$ cat src/rtl/input_current_scheduler.sv
// Shares one 8-input synaptic current calculator across N neurons: snapshots the
// layer spikes on start, issues each neuron's weight slice in turn, and stores the results.
module input_current_scheduler #(
    parameter int M = 8,
    parameter int N = 4,
    localparam int IW = (N > 1) ? $clog2(N) : 1
) (
    input  logic              clk,
    input  logic              reset,
    input  logic              start,
    input  logic [M-1:0]      input_spikes,
    input  logic [N*M*8-1:0]  weights_all,
    input  logic [7:0]        calc_current,
    output logic              calc_enable,
    output logic [M-1:0]      calc_spikes,
    output logic [M*8-1:0]    calc_weights,
    output logic [N*8-1:0]    currents_out,
    output logic [IW-1:0]     neuron_idx,
    output logic              busy,
    output logic              done
);

    typedef enum logic [1:0] {
        S_IDLE    = 2'd0,
        S_ISSUE   = 2'd1,
        S_CAPTURE = 2'd2,
        S_DONE    = 2'd3
    } state_t;

    localparam logic [IW-1:0] LAST_IDX = IW'(N - 1);

    state_t             r_state;
    state_t             w_next;
    logic [IW-1:0]      r_idx;
    logic [M-1:0]       r_spikes;
    logic [N*8-1:0]     r_currents;

    // State register; reset abandons any evaluation in flight.
    always_ff @(posedge clk or posedge reset) begin
        if (reset) begin
            r_state <= S_IDLE;
        end else begin
            r_state <= w_next;
        end
    end

    // Next-state decode: one ISSUE/CAPTURE pair per neuron, then a single DONE cycle.
    always_comb begin
        w_next = r_state;
        case (r_state)
            S_IDLE: begin
                if (start) begin
                    w_next = S_ISSUE;
                end else begin
                    w_next = S_IDLE;
                end
            end
            S_ISSUE:   w_next = S_CAPTURE;
            S_CAPTURE: begin
                if (r_idx == LAST_IDX) begin
                    w_next = S_DONE;
                end else begin
                    w_next = S_ISSUE;
                end
            end
            S_DONE:    w_next = S_IDLE;
            default:   w_next = S_IDLE;
        endcase
    end

    // Datapath: spike snapshot, neuron index and per-neuron result capture.
    always_ff @(posedge clk or posedge reset) begin
        if (reset) begin
            r_idx      <= '0;
            r_spikes   <= '0;
            r_currents <= '0;
        end else begin
            case (r_state)
                S_IDLE: begin
                    if (start) begin
                        r_spikes <= input_spikes;
                        r_idx    <= '0;
                    end
                end
                S_CAPTURE: begin
                    r_currents[r_idx*8 +: 8] <= calc_current;
                    // Index stays at the last neuron after the sweep until the next start.
                    if (r_idx != LAST_IDX) begin
                        r_idx <= r_idx + IW'(1);
                    end
                end
                default: begin
                    r_idx <= r_idx;
                end
            endcase
        end
    end

    assign calc_enable  = (r_state == S_ISSUE);
    assign busy         = (r_state != S_IDLE);
    assign done         = (r_state == S_DONE);
    assign calc_spikes  = r_spikes;
    assign calc_weights = weights_all[r_idx*M*8 +: M*8];
    assign currents_out = r_currents;
    assign neuron_idx   = r_idx;

endmodule

$ cat config.mk
export PLATFORM = sky130hd
export DESIGN_NAME = input_current_scheduler
export DESIGN_NICKNAME = d
export VERILOG_FILES = /design/src/rtl/input_current_scheduler.sv
export SDC_FILE = /design/constraint.sdc
export NUM_CORES = 1
export LEC_CHECK = 0
export ABC_AREA = 1
export CORE_AREA = 5 5 145 147
export CTS_CLUSTER_DIAMETER = 80
export CTS_CLUSTER_SIZE = 24
export DETAILED_ROUTE_END_ITERATION = 7
export DIE_AREA = 0 0 150 152
export PLACE_DENSITY = 0.65
export SETUP_SLACK_MARGIN = 0.1
export SLEW_MARGIN = 25
export SYNTH_ARGS = -nofsm -noshare
export SYNTH_HDL_FRONTEND = slang
export SYNTH_SLANG_ARGS = --single-unit
$ cat constraint.sdc
create_clock -name clk -period 2 [get_ports clk]
set_input_delay 0.4 -clock clk [delete_from_list [all_inputs] [get_ports clk]]
set_output_delay 0.4 -clock clk [all_outputs]
set_load 0.005 [all_outputs]
==> results.yml, run 1 <==
run_status:
  status: "complete, but fails checks"
  violations: "setup timing"
clock_network:
  htree_num_levels: 2
  cts_tree: "done"
  cts_root_buffer: "clkbuf_16"
  ctsLongestPathBuffers: 2
  path_clk_slew_ns: 0.06
  clock_latency_ns: 0.29
  cts_buffers: 5
  cts.sinks: 44
floorplan:
  die_x_um: 150
  die_area_sq_um: 22800
  ios: 384
  start_util: 0.2310
  rows: 52
  core_area_sq_um: 19780
  die_height_um: 152
cells_and_area:
  final_cells: 1443
  drive_gt1_frac: 0.3018
  final_nets: 1452
  areaGrowthSynthToFinish_pct: 127.2
  diodes: 0
routing:
  drtIter0Drc: 186
  drc_errors: 0
  ant_nets: 0
  routedWlPerCell_um: 17.67
  vias_per_cell: 4.432
  dr.pass1.iters: 4
  routed_wl_mm: 25.50
  via_count: 6396
synthesis:
  synth-seq-area-share: 0.2410
  ys_top_cells_by_area: "dfrtp_1 24%, nand2_1 20%, o211ai_2 18%, nor2_1 12%, o21ai_0 6.6%"
  synth_nets: 1007
  synth_top_cell_area_share: 0.2410
  syn_avg_cell_area_sq_um: 6.285
  ys_ff_latch: 44
  post_synth_num_cell_types: 19
  synth_top_cell_by_area: "dfrtp_1"
  synthArstFlopShare: 1.000
  ys.flop_type: "dfrtp_1"
  synthCells: 727
  synth_edf_count: 0
  syn_area_sq_um: 4569
  synth_common_cells: "240 x nand2_1, 147 x nor2_1, 71 x inv_1"
  ys_warn_count: 0
  yosysMostFrequentCell: "nand2_1"
pwr:
  peakVddDrop_mv: 0.9682
  cellLeakagePower_uw: 0.004867
  p_per_area_nw_per_um2: 1253
global_routing:
  grt_antenna_before_repair: 3
  grt-ovfl-total: 0
  grt_use_total: 0.2048
  grt_pass1_vias: 6185
  grt_max_degree: 37
  grt_pass1_wl_mm: 36.64
place:
  place_hpwl_mm: 18.00
  port_buffers: 383
  routabilityCongestion: 0.8631
  dp_slack_ns: -0.1466
  dp.cells: 1360
sta:
  post-route-period-util: 1.037
  finalMaxSlewViolations: 0
  max-slew-margin-rel: 0.7270
  setup_viol: 32
  hold_viol: 0
  tightest_slew_ns: 0.4091
  fin_worst_skew_ns: 0.007851
  min_period_ns: 2.074
  setup_slack_ns: -0.07438
  max_freq_mhz: 482.1
  grt_setup_unrepaired: "true"
worst_setup_path:
  critical_path.max_fanout: 8
  criticalPathCategory: "register to output port"
  cp.arrival_ns: 1.67
  end_kind: "output port"
  startpoint_type: "register"
  critPathRequiredTime_ns: 1.60
run:
  max-cap-violations: 0
worst_hold_path:
  hold_path_class: "input pin to asynchronous set/reset pin"
==> metrics by stage <==
step | util | setup TNS (ns) | area, sq um | total power, uW | hold slack (ns)
final | 0.5248 | -1.376 | 10380 | 13010 | 0.4024
after floorplan | - | 0 | 4572 | 5428 | 0.4654
after CTS | 0.4985 | -3.027 | 9859 | 12280 | 0.4077
after global routing | 0.5248 | -4.026 | 10380 | 13990 | 0.4380
after detailed placement | 0.4471 | -2.787 | 8843 | 9918 | 0.4603
after global placement | 0.4471 | -2.472 | 8843 | 9884 | 0.4574
==> cells by family after synthesis <==
kind of cell | count (synthesis) | share of synthesized area
simple gates | 416 | 0.3617
compound gates | 138 | 0.2563
buf+inv | 124 | 0.1273
flops | 44 | 0.2410
fa+ha+maj | 5 | 0.01369
==> power by group <==
group          switching [uW]  internal, uW  leakage (uW)  total, uW
clock                     336           462     0.0000679        798
combinational            4920          5670       0.00424      10600
sequential                296          1330      0.000556       1620
==> worst paths after layout <==
check                                from          endpoint  slack (ns)  depth (start not counted)
min reg2reg                calc_spikes[4]    calc_spikes[4]        0.47                          2
max                         neuron_idx[0]  calc_weights[36]       -0.07                          9
max reg2reg                 neuron_idx[0]  currents_out[23]        0.18                         10
min                                 reset    calc_spikes[1]        0.40                          2
min in group clk           calc_spikes[4]    calc_spikes[4]        0.47                          2
max in group asynchronous           reset        r_state[0]        1.06                          3
==> registers in the layout, summed over array words and instances (netlist names) <==
signal / cells
currents_out: 32
calc_spikes: 8
neuron_idx: 2
r_state: 2
==> layer usage <==
layer / track usage / share of wire / vias up
met5: 0 / 0.0013 / -
met4: 0.04619 / 0.017 / 6
met3: 0.06107 / 0.092 / 34
met2: 0.3622 / 0.51 / 246
met1: 0.2427 / 0.38 / 2916
li1: - / - / 3194
==> worst max-delay path, cell delays in order (launching register included) <==
cell and delay [ns]:
dfrtp_2 0.41, buf_12 0.16, buf_6 0.14, buf_16 0.14, buf_6 0.12, nor2_4 0.08
nor2_1 0.05, o21ai_0 0.06, nand2_1 0.07, buf_2 0.13
==> cells in the final DEF (no fill, tap or decap), types with 31 or more instances in the layout <==
| cell | n |
|---|---|
| o211ai_2 | 61 |
| dfrtp_1 | 40 |
| o21ai_1 | 50 |
| inv_1 | 68 |
| nor2_4 | 31 |
| nand2_1 | 228 |
| clkdlybuf4s50_1 | 318 |
| nor2_1 | 83 |
| buf_2 | 44 |
| nor2_2 | 37 |
==> final cells by class <==
cell class | instances | area, sq um
inverters | 76 | 321.6
repair inverters | 2 | 28.78
fillers | 1896 | 9399
clock inverters | 1 | 5.005
clock buffers | 7 | 132.6
repair buffers | 484 | 5099
multi-input cells | 559 | 3349
flip-flops and latches | 44 | 1106
well taps | 270 | 337.8
==> what timing repair did <==
item	4_1_cts	5_1_grt
cloned	16	5
hold buffers	0	0
buffers inserted	37	26
endpoints found under the setup margin	68	99
pin swaps	27	55
gates resized for setup	314	192
Note: power is estimated with default switching activity, not from simulation.
==> inputs of run 2 (changes only) <==
- HOLD_SLACK_MARGIN: unset -> 0.05
- SLEW_MARGIN: 25 -> 20
==> results of run 2 <==
The final DEF is identical to that of run 1; final timing and power are the same.
==> inputs of run 3 (changes only) <==
- PLACE_DENSITY: 0.65 -> unset
==> run 3 against run 2 <==
- the flow still finishes with violations (setup timing)
- fmax fell by 1.2%
- register-to-register slack worse by 0.14 ns
- critical path depth unchanged
- count of clock-buffer cells in the layout did not move
- clock power up 5.1%
- via count up 1.1%
- global-route usage down 0.45 points
- core utilization increased by 1.5 points
- sequential power barely moved
- largest power group unchanged
- highest routed layer is now met4
==> results.yml, run 3 (synthesized netlist as in run 1, its figures left out) <==
worst_setup_path:
  r2r_setup_slack_ns: 0.04
  rr_worst_depth: 11
  cpMostUsedCell: "buf_12"
  rr_startpoint: "neuron_idx[0]"
  critical_path.top_delay_family: "buffers and inverters"
  slowest_stage: "dfrtp_2"
  critical_path.max_fanout: 5
  slowest_delay_ns: 0.44
  cp_num_buf_inv: 5
  end_kind: "output port"
  crit_chain: "buf_12, buf_12, buf_16, buf_8, nor2_2, nor2_1, o21ai_1, nand2_1, buf_2"
  r2r-end: "currents_out[22]"
  critPathRequiredTime_ns: 1.60
  criticalPathCategory: "register to output port"
  startpoint_type: "register"
  cp.arrival_ns: 1.70
sta:
  setup_viol: 32
  finalMaxSlewViolations: 0
  post-route-period-util: 1.050
  setup_slack_ns: -0.09989
  max_freq_mhz: 476.2
  max-slew-margin-rel: 0.6635
  hold_viol: 0
  min_period_ns: 2.100
  whs_ns: 0.3853
  fin_worst_skew_ns: 0.005053
  tightest_slew_ns: 0.5017
  grt_setup_unrepaired: "true"
pwr:
  p_per_area_nw_per_um2: 1263
  cellLeakagePower_uw: 0.005018
  peakVddDrop_mv: 0.8960
routing:
  vias_per_cell: 4.415
  dr.pass1.iters: 4
  routedWlPerCell_um: 18.02
  routed_wl_mm: 26.38
  ant_nets: 0
  via_count: 6464
  drtIter0Drc: 189
  drc_errors: 0
global_routing:
  grt_antenna_before_repair: 6
  grt-ovfl-total: 0
  grt_use_total: 0.2002
  grt_pass1_vias: 5993
  grt_max_degree: 33
  grt_pass1_wl_mm: 35.82
clock_network:
  htree_num_levels: 2
  path_clk_slew_ns: 0.06
  cts_root_buffer: "clkbuf_16"
  ctsLongestPathBuffers: 2
  clock_latency_ns: 0.29
  cts.sinks: 44
  cts_tree: "done"
  cts_buffers: 5
cells_and_area:
  largest_reg_flops: 32
  areaGrowthSynthToFinish_pct: 133.6
  drive_gt1_frac: 0.3283
  final_core_util: 0.5396
  final_nets: 1467
  layout_common_cells: "317 x clkdlybuf4s50_1, 216 x nand2_1, 87 x nor2_1, 67 x inv_1, 61 x o211ai_2"
  mostFrequentLayoutCell: "clkdlybuf4s50_1"
floorplan:
  rows: 52
  ios: 384
  core_area_sq_um: 19780
  start_util: 0.2310
  die_height_um: 152
  die_x_um: 150
  die_area_sq_um: 22800
run:
  max-cap-violations: 0
place:
  dp_slack_ns: -0.1141
  port_buffers: 383
  routabilityCongestion: 0.8754
  place_hpwl_mm: 18.64
worst_hold_path:
  hold_path_class: "input pin to asynchronous set/reset pin"
run_status:
  status: "complete, but fails checks"
  violations: "setup timing"
run 3: layout make-up:
cell class	count	area [sq um]
tap	270	337.8
timing repair buffer	500	5305
clock inverter	1	7.507
multi-input combinational	559	3422
sequential	44	1105
inverter	76	321.6
antenna	6	15.01
fill	1915	9106
timing repair inverter	1	16.27
clock buffer	7	142.6
run 3: power by group:
part | internal [uW] | total, uW | switching, uW
Combinational | 5910 | 11000 | 5090
Clock | 498 | 839 | 341
Sequential | 1330 | 1650 | 321
Total | 7730 | 13500 | 5760
run 3: repair_timing:
action | 4_1_cts | 5_1_grt
endpoints found under the setup margin | 68 | 99
gates resized for setup | 282 | 251
setup buffers | 15 | 37
cloned | 9 | 17
pin swaps | 20 | 87
hold buffers | 0 | 0
run 3: how the worst max path moves through the flow:
stage,from,cells after the start,endpoint
4_1_cts,neuron_idx[0],7,calc_weights[31]
5_1_grt,neuron_idx[0],9,calc_weights[54]
3_3_place_gp,weights_all[159],6,calc_weights[31]
6_report,neuron_idx[0],9,calc_weights[55]
2_1_floorplan,neuron_idx[0],10,currents_out[16]
3_5_place_dp,weights_all[147],6,calc_weights[19]
run 3: through the flow:
step,std cells,cell area (sq um),TNS [ns],power [uW]
6_report,1464,10670,-1.303,13480
5_1_grt,1464,10670,-5.593,14450
4_1_cts,1410,9572,-3.326,11730
3_5_place_dp,1378,8966,-2.823,10160
3_3_place_gp,1378,8966,-2.649,10150
2_1_floorplan,727,4572,0,5428
run 3: per-layer routing:
layer	track usage	share of wire	vias up
li1	-	-	3229
met1	0.2437	0.40	2969
met2	0.3528	0.51	236
met3	0.04141	0.072	30
met4	0.05926	0.018	0
met5	0	0	-
run 3: worst register-to-register path, cell delays in order, from the launching register on:
cell	delay, ns
dfrtp_2	0.41
buf_12	0.17
clkinv_16	0.09
buf_6	0.12
buf_12	0.12
buf_12	0.13
buf_12	0.12
ha_4	0.30
nand2_4	0.07
nor2_4	0.21
nand2_1	0.09
nand2_1	0.07
